File: src/rtl/spi_receive_con.sv
// spi_receive_con
//   Receives pixels from a peripheral FPGA over a 4-line (quad) SPI-like link.
//   Each transfer carries one pixel as two nibbles: the high nibble first, then
//   the low nibble. Each nibble is sampled on a DCLK rising edge. The block
//   assembles the pixel, reports its raster position, and flags frame ends and
//   aborted transfers.
//
// Ports
//   clk_in          system clock (100 MHz)
//   rst_n_in        asynchronous active-low reset
//   chip_data_in    CIPO nibble lines (asynchronous)
//   chip_clk_in     DCLK from the peripheral, idles low (asynchronous)
//   chip_sel_in     CS from the peripheral, active-low (asynchronous)
//   final_pixel_in  high during the transfer of the last pixel of a frame
//   data_out        last assembled pixel {high nibble, low nibble}
//   data_valid_out  one-cycle pulse, data_out newly valid
//   hcount_out      column of the pixel on data_out
//   vcount_out      row of the pixel on data_out
//   frame_done_out  one-cycle pulse with data_valid_out for a final pixel
//   error_out       one-cycle pulse, transfer aborted after one nibble
module spi_receive_con #(
  parameter int DATA_WIDTH = 8,
  parameter int LINES      = 4,
  parameter int H_PIXELS   = 640,
  parameter int V_PIXELS   = 360
) (
  input  logic                  clk_in,
  input  logic                  rst_n_in,
  input  logic [LINES-1:0]      chip_data_in,
  input  logic                  chip_clk_in,
  input  logic                  chip_sel_in,
  input  logic                  final_pixel_in,
  output logic [DATA_WIDTH-1:0] data_out,
  output logic                  data_valid_out,
  output logic [9:0]            hcount_out,
  output logic [8:0]            vcount_out,
  output logic                  frame_done_out,
  output logic                  error_out
);

  localparam logic [9:0] H_LAST = 10'(H_PIXELS - 1);
  localparam logic [8:0] V_LAST = 9'(V_PIXELS - 1);

  typedef enum logic [1:0] {
    IDLE    = 2'd0,
    HI_NIB  = 2'd1,
    LO_NIB  = 2'd2,
    WAIT_CS = 2'd3
  } state_t;

  logic [LINES-1:0] data_s1_r, data_s2_r, data_d_r;
  logic             dclk_s1_r, dclk_s2_r, dclk_prev_r, rise_r;
  logic             cs_s1_r, cs_s2_r, cs_d_r;
  logic             fin_s1_r, fin_s2_r, fin_d_r;
  logic [2:0]       fill_r;
  logic             armed_r;
  state_t           state_r, state_nx_s;
  logic             capture_hi_s, accept_s, abort_s;
  logic [LINES-1:0] hi_nib_r;
  logic             final_flag_r;
  logic [9:0]       pos_h_r;
  logic [8:0]       pos_v_r;

  // Synchronizers plus one aligned stage: the edge detect is registered, so
  // data, CS and final flag are delayed by the same stage. This keeps them
  // time-aligned with the detected edge, so a CS rise coincident with DCLK
  // is seen together with that edge.
  always_ff @(posedge clk_in or negedge rst_n_in) begin
    if (!rst_n_in) begin
      data_s1_r   <= '0;
      data_s2_r   <= '0;
      data_d_r    <= '0;
      dclk_s1_r   <= 1'b0;
      dclk_s2_r   <= 1'b0;
      dclk_prev_r <= 1'b0;
      rise_r      <= 1'b0;
      cs_s1_r     <= 1'b1;
      cs_s2_r     <= 1'b1;
      cs_d_r      <= 1'b1;
      fin_s1_r    <= 1'b0;
      fin_s2_r    <= 1'b0;
      fin_d_r     <= 1'b0;
    end else begin
      data_s1_r   <= chip_data_in;
      data_s2_r   <= data_s1_r;
      data_d_r    <= data_s2_r;
      dclk_s1_r   <= chip_clk_in;
      dclk_s2_r   <= dclk_s1_r;
      dclk_prev_r <= dclk_s2_r;
      rise_r      <= dclk_s2_r & ~dclk_prev_r;
      cs_s1_r     <= chip_sel_in;
      cs_s2_r     <= cs_s1_r;
      cs_d_r      <= cs_s2_r;
      fin_s1_r    <= final_pixel_in;
      fin_s2_r    <= fin_s1_r;
      fin_d_r     <= fin_s2_r;
    end
  end

  // Arm only after a genuine CS-high has passed through the synchronizers.
  // CS flops reset high, so their output is ignored until the pipe has refilled
  // from the real input; a transfer cut by reset is never joined midway.
  always_ff @(posedge clk_in or negedge rst_n_in) begin
    if (!rst_n_in) begin
      fill_r  <= 3'b000;
      armed_r <= 1'b0;
    end else begin
      fill_r  <= {fill_r[1:0], 1'b1};
      armed_r <= armed_r | (cs_d_r & fill_r[2]);
    end
  end

  // FSM state register
  always_ff @(posedge clk_in or negedge rst_n_in) begin
    if (!rst_n_in) begin
      state_r <= IDLE;
    end else begin
      state_r <= state_nx_s;
    end
  end

  // FSM next-state logic; a DCLK edge takes priority over CS in both nibble states
  always_comb begin
    state_nx_s = state_r;
    case (state_r)
      IDLE: begin
        if (!cs_d_r && armed_r) state_nx_s = HI_NIB;
        else                    state_nx_s = IDLE;
      end
      HI_NIB: begin
        if (rise_r)      state_nx_s = LO_NIB;
        else if (cs_d_r) state_nx_s = IDLE;
        else             state_nx_s = HI_NIB;
      end
      LO_NIB: begin
        if (rise_r)      state_nx_s = WAIT_CS;
        else if (cs_d_r) state_nx_s = IDLE;
        else             state_nx_s = LO_NIB;
      end
      WAIT_CS: begin
        if (cs_d_r) state_nx_s = IDLE;
        else        state_nx_s = WAIT_CS;
      end
      default: state_nx_s = IDLE;
    endcase
  end

  // FSM output decode: datapath strobes
  always_comb begin
    capture_hi_s = 1'b0;
    accept_s     = 1'b0;
    abort_s      = 1'b0;
    case (state_r)
      HI_NIB: capture_hi_s = rise_r;
      LO_NIB: begin
        if (rise_r) begin
          accept_s = 1'b1;
        end else begin
          abort_s = cs_d_r;
        end
      end
      default: begin
        capture_hi_s = 1'b0;
        accept_s     = 1'b0;
        abort_s      = 1'b0;
      end
    endcase
  end

  // Pixel assembly, position tracking and registered outputs
  always_ff @(posedge clk_in or negedge rst_n_in) begin
    if (!rst_n_in) begin
      hi_nib_r       <= '0;
      final_flag_r   <= 1'b0;
      pos_h_r        <= 10'd0;
      pos_v_r        <= 9'd0;
      data_out       <= '0;
      data_valid_out <= 1'b0;
      hcount_out     <= 10'd0;
      vcount_out     <= 9'd0;
      frame_done_out <= 1'b0;
      error_out      <= 1'b0;
    end else begin
      data_valid_out <= accept_s;
      frame_done_out <= accept_s & final_flag_r;
      error_out      <= abort_s;
      if (capture_hi_s) begin
        hi_nib_r     <= data_d_r;
        final_flag_r <= fin_d_r;
      end
      if (accept_s) begin
        data_out   <= {hi_nib_r, data_d_r};
        hcount_out <= pos_h_r;
        vcount_out <= pos_v_r;
        // A final pixel realigns the raster to (0,0) wherever it happened to be
        if (final_flag_r || (pos_h_r == H_LAST && pos_v_r == V_LAST)) begin
          pos_h_r <= 10'd0;
          pos_v_r <= 9'd0;
        end else if (pos_h_r == H_LAST) begin
          pos_h_r <= 10'd0;
          pos_v_r <= pos_v_r + 9'd1;
        end else begin
          pos_h_r <= pos_h_r + 10'd1;
        end
      end
    end
  end

endmodule

File: config.mk
export PLATFORM = sky130hd
export DESIGN_NAME = spi_receive_con
export DESIGN_NICKNAME = d
export VERILOG_FILES = /design/src/rtl/spi_receive_con.sv
export SDC_FILE = /design/constraint.sdc
export NUM_CORES = 1
export LEC_CHECK = 0
export ABC_AREA = 1
export BUFFER_PORTS_ARGS = -buffer_cell sky130_fd_sc_hd__clkbuf_2
export CAP_MARGIN = 25
export CORE_MARGIN = 4
export CORE_UTILIZATION = 40
export CTS_CLUSTER_DIAMETER = 200
export DETAILED_ROUTE_END_ITERATION = 10
export PLACE_DENSITY = 0.58
export SETUP_SLACK_MARGIN = 0.2
export SLEW_MARGIN = 20
export SYNTH_ARGS = -nofsm -noshare
export SYNTH_HDL_FRONTEND = slang
export SYNTH_SLANG_ARGS = --single-unit
File: constraint.sdc
create_clock -name clk_in -period 1.5 [get_ports clk_in]
set_clock_uncertainty 0.15 [all_clocks]
set_input_delay 0.225 -clock clk_in [delete_from_list [all_inputs] [get_ports clk_in]]
set_output_delay 0.225 -clock clk_in [all_outputs]
set_load 0.02 [all_outputs]
After elaboration in Yosys (flattened, before gate mapping)
Index checks and enable logic that the tools add are counted.
W data, S select, Z words.
{ "classes": {"reduce_logical": 7, "n_eq_ne": 5, "n_mux": 16, "n_addsub": 2, "bitwise_logic": 5} }
{ "ops": {"columns": ["cell", "n"], "rows": [
  ["$mux W10", 2],
  ["$mux W9", 2],
  ["$add A10 B1 Y10 const B", 1],
  ["$eq A10 B10 Y1 const B", 1],
  ["$add A9 B1 Y9 const B", 1],
  ["$eq A9 B9 Y1 const B", 1],
  ["$mux W2", 4],
  ["$pmux W2 S4", 1],
  ["$mux W1", 7],
  ["$eq A2 B2 Y1 const B", 2],
  ["$and A1 B1 Y1", 3],
  ["$eq A2 B1 Y1 const B", 1],
  ["$logic_and A1 B1 Y1", 2],
  ["$logic_not A2 Y1", 1],
  ["$reduce_and A2 Y1", 1],
  ["$reduce_bool A2 Y1", 1],
  ["$logic_not A1 Y1", 1],
  ["$logic_or A1 B1 Y1", 1],
  ["$not A1 Y1", 1],
  ["$or A1 B1 Y1", 1]
]} }
{ "word_totals": {"output_inout_bits": 30, "elab_cells": 61, "ff_bits": 82, "in_bits": 9} }

Logic depth before layout (Yosys ltp)
{ "depth": {"ltp_word": 5, "mapped_depth": 9, "mapped_depth_nobuf": 9} }

Least setup slack after synthesis
No wires, ideal clock.
{ "synth_timing": {"kind": "register to register", "startpoint": "register pos_h_r[1]", "endpoint": "register pos_v_r[4]", "n_path_buf": 1, "period_less_slack_ps": 1539, "arrival_time_ps": 1271, "setup_ps": 118, "path_stages_with_launch": 10, "setup_slack_ps": -39, "required_ps": 1232, "path_cell_list": "dfrtp_1 ha_1 nand2_1 nor2_2 nand3_1 nand2_2 nand2_2 buf_4 nand2_1 nand2_1"} }
{ "synth_via": {"elab_chain_len": 5, "word_cells_on_any_way": 6, "cone_classes": "1 x eq/ne; 1 x mux; 4 x reduce/logical"} }
{ "synth_rtl": {"columns": ["element", "line_no", "source"], "rows": [
  ["start: declaration", "61", "logic [9:0] pos_h_r;"],
  ["start signal: assignment", "203", "pos_h_r <= pos_h_r + 10'd1;"],
  ["$eq A10 B10 Y1 *", "196, 199", null],
  ["$logic_and A1 B1 Y1", "196", "if (final_flag_r || (pos_h_r == H_LAST && pos_v_r == V_LAST)) begin"],
  ["$logic_or A1 B1 Y1", "196", null],
  ["$reduce_bool A2 Y1 (no source line)", null, null],
  ["$reduce_and A2 Y1 (no source line)", null, null],
  ["end signal: assignment", "201", "pos_v_r <= pos_v_r + 9'd1;"],
  ["end: declaration", "62", "logic [8:0] pos_v_r;"]
]} }
Mark *: on every way between the ends. The rest lies on a longest branch, timed or not.
A chain may end at the register's enable or synchronous reset.

Worst setup path after layout
{ "layout_timing": {"startpoint": "register pos_h_r[0]", "endpoint": "register pos_v_r[7]"} }
The elaborated chain is that of the path after synthesis.

==> results.json <==
{
  "critPathMaxStageDelay_ns": 0.37,
  "port_buffers": 38,
  "syn_nets": 346,
  "p_sw_share_pct": 31.90,
  "cts-root-buf": "clkbuf_8",
  "io_pins": 39,
  "synthAdderAreaFrac_pct": 0.7849,
  "maxSlewViolCount": 0,
  "synthDistinctLibCells": 25,
  "syn-cell-area_um2": 3188,
  "drtPass1Iterations": 4,
  "period_minus_slack_ns": 1.558,
  "clock-sinks": 82,
  "fin_ws_ns": -0.05759,
  "antenna_found_initial": 0,
  "worst_hold_path_type": "in -> async",
  "instances_no_fill": 539,
  "row_count": 32,
  "p_sw_mw": 1.821,
  "r2r_cells": 9,
  "final_common_cell": "nand2_1",
  "hold_viol": 0,
  "multi_input_area_um2": 1056,
  "fillers": 680,
  "netlist_instances": 335,
  "total_power_mw": 5.708,
  "outcome": "complete, but fails checks",
  "first_iter_violations": 117,
  "powerDensity_nw_per_um2": 1304,
  "coreArea_um2": 7727,
  "post-place-ws_ns": -0.1127,
  "grt_pass1_vias": 2409,
  "drc": 0,
  "gr-total-overflow": 0,
  "synth_ff_type": "dfrtp_1",
  "track_usage_pct": 15.09,
  "fp.dieH_um": 97.28,
  "internal-power_mw": 3.887,
  "grt_pass1_wl_mm": 11.48,
  "yosys.area_share.simple_pct": 21.86,
  "vias_per_cell": 4.495,
  "clock_path_buffers": 2,
  "reg2reg_from": "pos_h_r[0]",
  "muxShareOfSynthArea_pct": 0,
  "combPwrFrac_pct": 27.2,
  "clk_latency_ns": 0.35,
  "dieArea_um2": 9462,
  "cp.required_ns": 1.60,
  "die_w_um": 97.28,
  "synthXorXnorAreaFrac_pct": 1.648,
  "cp_max_fo": 6,
  "yosysWarnings": 0,
  "grt_max_degree": 29,
  "irDropWorstVdd_uv": 715.0,
  "crit_arrival_ns": 1.65,
  "rsz0062_at_grt": "true",
  "setup_violations": 12,
  "antennaDiodeCount": 0,
  "violations": "negative setup slack",
  "num-nets-final": 443,
  "numCtsBuffers": 9,
  "antenna_left": 0,
  "htreeDepth": 3,
  "synthToLayoutAreaGrowth_pct": 37.28,
  "drive_gt1_share_pct": 30.21,
  "worstSetupEndpointType": "register",
  "max_freq_mhz": 642.0,
  "synth-seq-cells": 82,
  "seq_power_share_pct": 47.6,
  "dp_hpwl_mm": 4.634,
  "wl_per_cell_um": 12.60,
  "crit_chain": "ha_2, nand2_2, nor2_4, nand3_4, nand2_8, buf_12, nand2_4, nand2_1, nand2_1",
  "r2r-end": "pos_v_r[7]",
  "setup.worst_path.class": "reg -> reg",
  "ys_seq_area_share_pct": 64.48,
  "ff_latch_area_um2": 2057,
  "vias": 2423,
  "gp_congestion": 0.8299,
  "drv_cap": 0,
  "wl_mm": 6.789,
  "clkTransAtPathRegs_ns": 0.08,
  "async_flop_share_pct": 100.0,
  "final_cell_mix": "106 x nand2_1, 78 x dfrtp_1, 46 x buf_4, 35 x inv_1, 22 x nor2_1",
  "cp_common_cell": "nand2_1",
  "dp.cells": 493,
  "rrSetupSlack_ns": -0.06,
  "period_share_pct": 103.8,
  "syn_area_per_cell_um2": 9.517,
  "cts_tree": "yes",
  "synth_edf_count": 0,
  "cp_slowest_cell": "dfrtp_1",
  "crit_path_start_kind": "register",
  "p_leak_nw": 2.256,
  "clkPwrFrac_pct": 25.2,
  "synth_top_family_by_area": "simple AND/OR/NAND/NOR gates",
  "synth_compound_area_share_pct": 5.141,
  "initial_core_util_pct": 41.26
}
what timing repair did:
item / in CTS / in global routing
setup endpoints to repair: 49 / 75
pin swaps: 13 / 15
resized for setup: 10 / 78
hold endpoints to repair: 86 / 0
cloned: 1 / 0
buffers inserted: 5 / 16
hold buffers: 8 / 0
Yosys cell counts (2+ instances only):
master	number	area, µm²
nand2_1	110	412.9
dfrtp_1	79	1977
inv_1	37	138.9
nor2_1	24	90.09
o21ai_0	15	75.07
nand3_1	14	70.07
o21ai_1	11	55.05
xor2_1	6	52.55
a21oi_1	5	25.02
nand4_1	5	31.28
nand2_2	4	25.02
nor3_1	4	20.02
buf_4	3	22.52
dfstp_2	3	78.83
buf_2	2	10.01
clkbuf_1	2	7.510
ha_1	2	25.02
inv_2	2	7.510
cell families (layout without fill, tap and decap cells):
kind of cell	count (synthesis)	count (layout)
buffers and inverters	47	148
adder cells (fa/ha/maj)	2	2
AND/OR/NAND/NOR	165	166
other	1	1
flip-flops	82	82
XOR/XNOR	6	6
AO/OA/AOI/OAI	32	32
worst max-delay path by stage:
stage,cells past startpoint,to,from
after floorplan,9,pos_v_r[4],pos_h_r[1]
after global placement,8,pos_h_r[8],pos_h_r[1]
after detailed placement,9,pos_v_r[3],pos_h_r[1]
after CTS,9,pos_v_r[8],pos_h_r[1]
after global routing,9,pos_v_r[5],pos_v_r[0]
final,9,pos_v_r[7],pos_h_r[0]
worst max-delay path: cells and delay by family, from the launching register on:
family,cells,cell delay (ns)
AND/OR/NAND/NOR,7,0.62
flip-flops,1,0.37
adder cells (fa/ha/maj),1,0.19
buffers and inverters,1,0.11
layout make-up:
class,count,share of cell area [%]
multi-input cells,207,24.13
clock inverters,7,1.258
inverters,39,3.459
repair buffers,93,18.41
well taps,102,2.916
clock buffers,9,2.830
flip-flops and latches,82,47.00
power groups by stage:
stage	Sequential (mW)	Clock (mW)	Combinational, mW
2_1_floorplan	2.89	0	0.415
3_3_place_gp	2.72	0	1.01
3_5_place_dp	2.74	0	1.02
4_1_cts	2.69	1.49	1.21
5_1_grt	2.76	1.60	1.70
6_report	2.71	1.44	1.55
per-stage QoR:
stage / util (%) / TNS (ns) / hold slack (ns) / cell area (µm²)
final: 56.64 / -0.4768 / 0.1611 / 4377
after global routing: 56.64 / -2.090 / 0.1899 / 4377
after CTS: 52.72 / -0.3333 / 0.1576 / 4074
after detailed placement: 48.01 / -1.019 / 0.005729 / 3710
after global placement: 48.01 / -0.1842 / 0.005738 / 3710
after floorplan: - / 0 / -0.2206 / 3231
registers in the layout (all words and copies together) (netlist names), 2 cells and up:
name	cells
data_out	8
hi_nib_r	4
vcount_out	9
pos_h_r	10
pos_v_r	9
data_s1_r	4
hcount_out	10
data_s2_r	4
state_r	2
data_d_r	4
fill_r	3
per-layer routing:
metal  global-route usage (%)  part of all wire (%)
met1                    21.59                    48
met3                    4.451                   4.6
met4                    5.112                   1.4
met2                    22.03                    46
met5                        0                     0
Note: power is estimated with default switching activity, not from simulation.
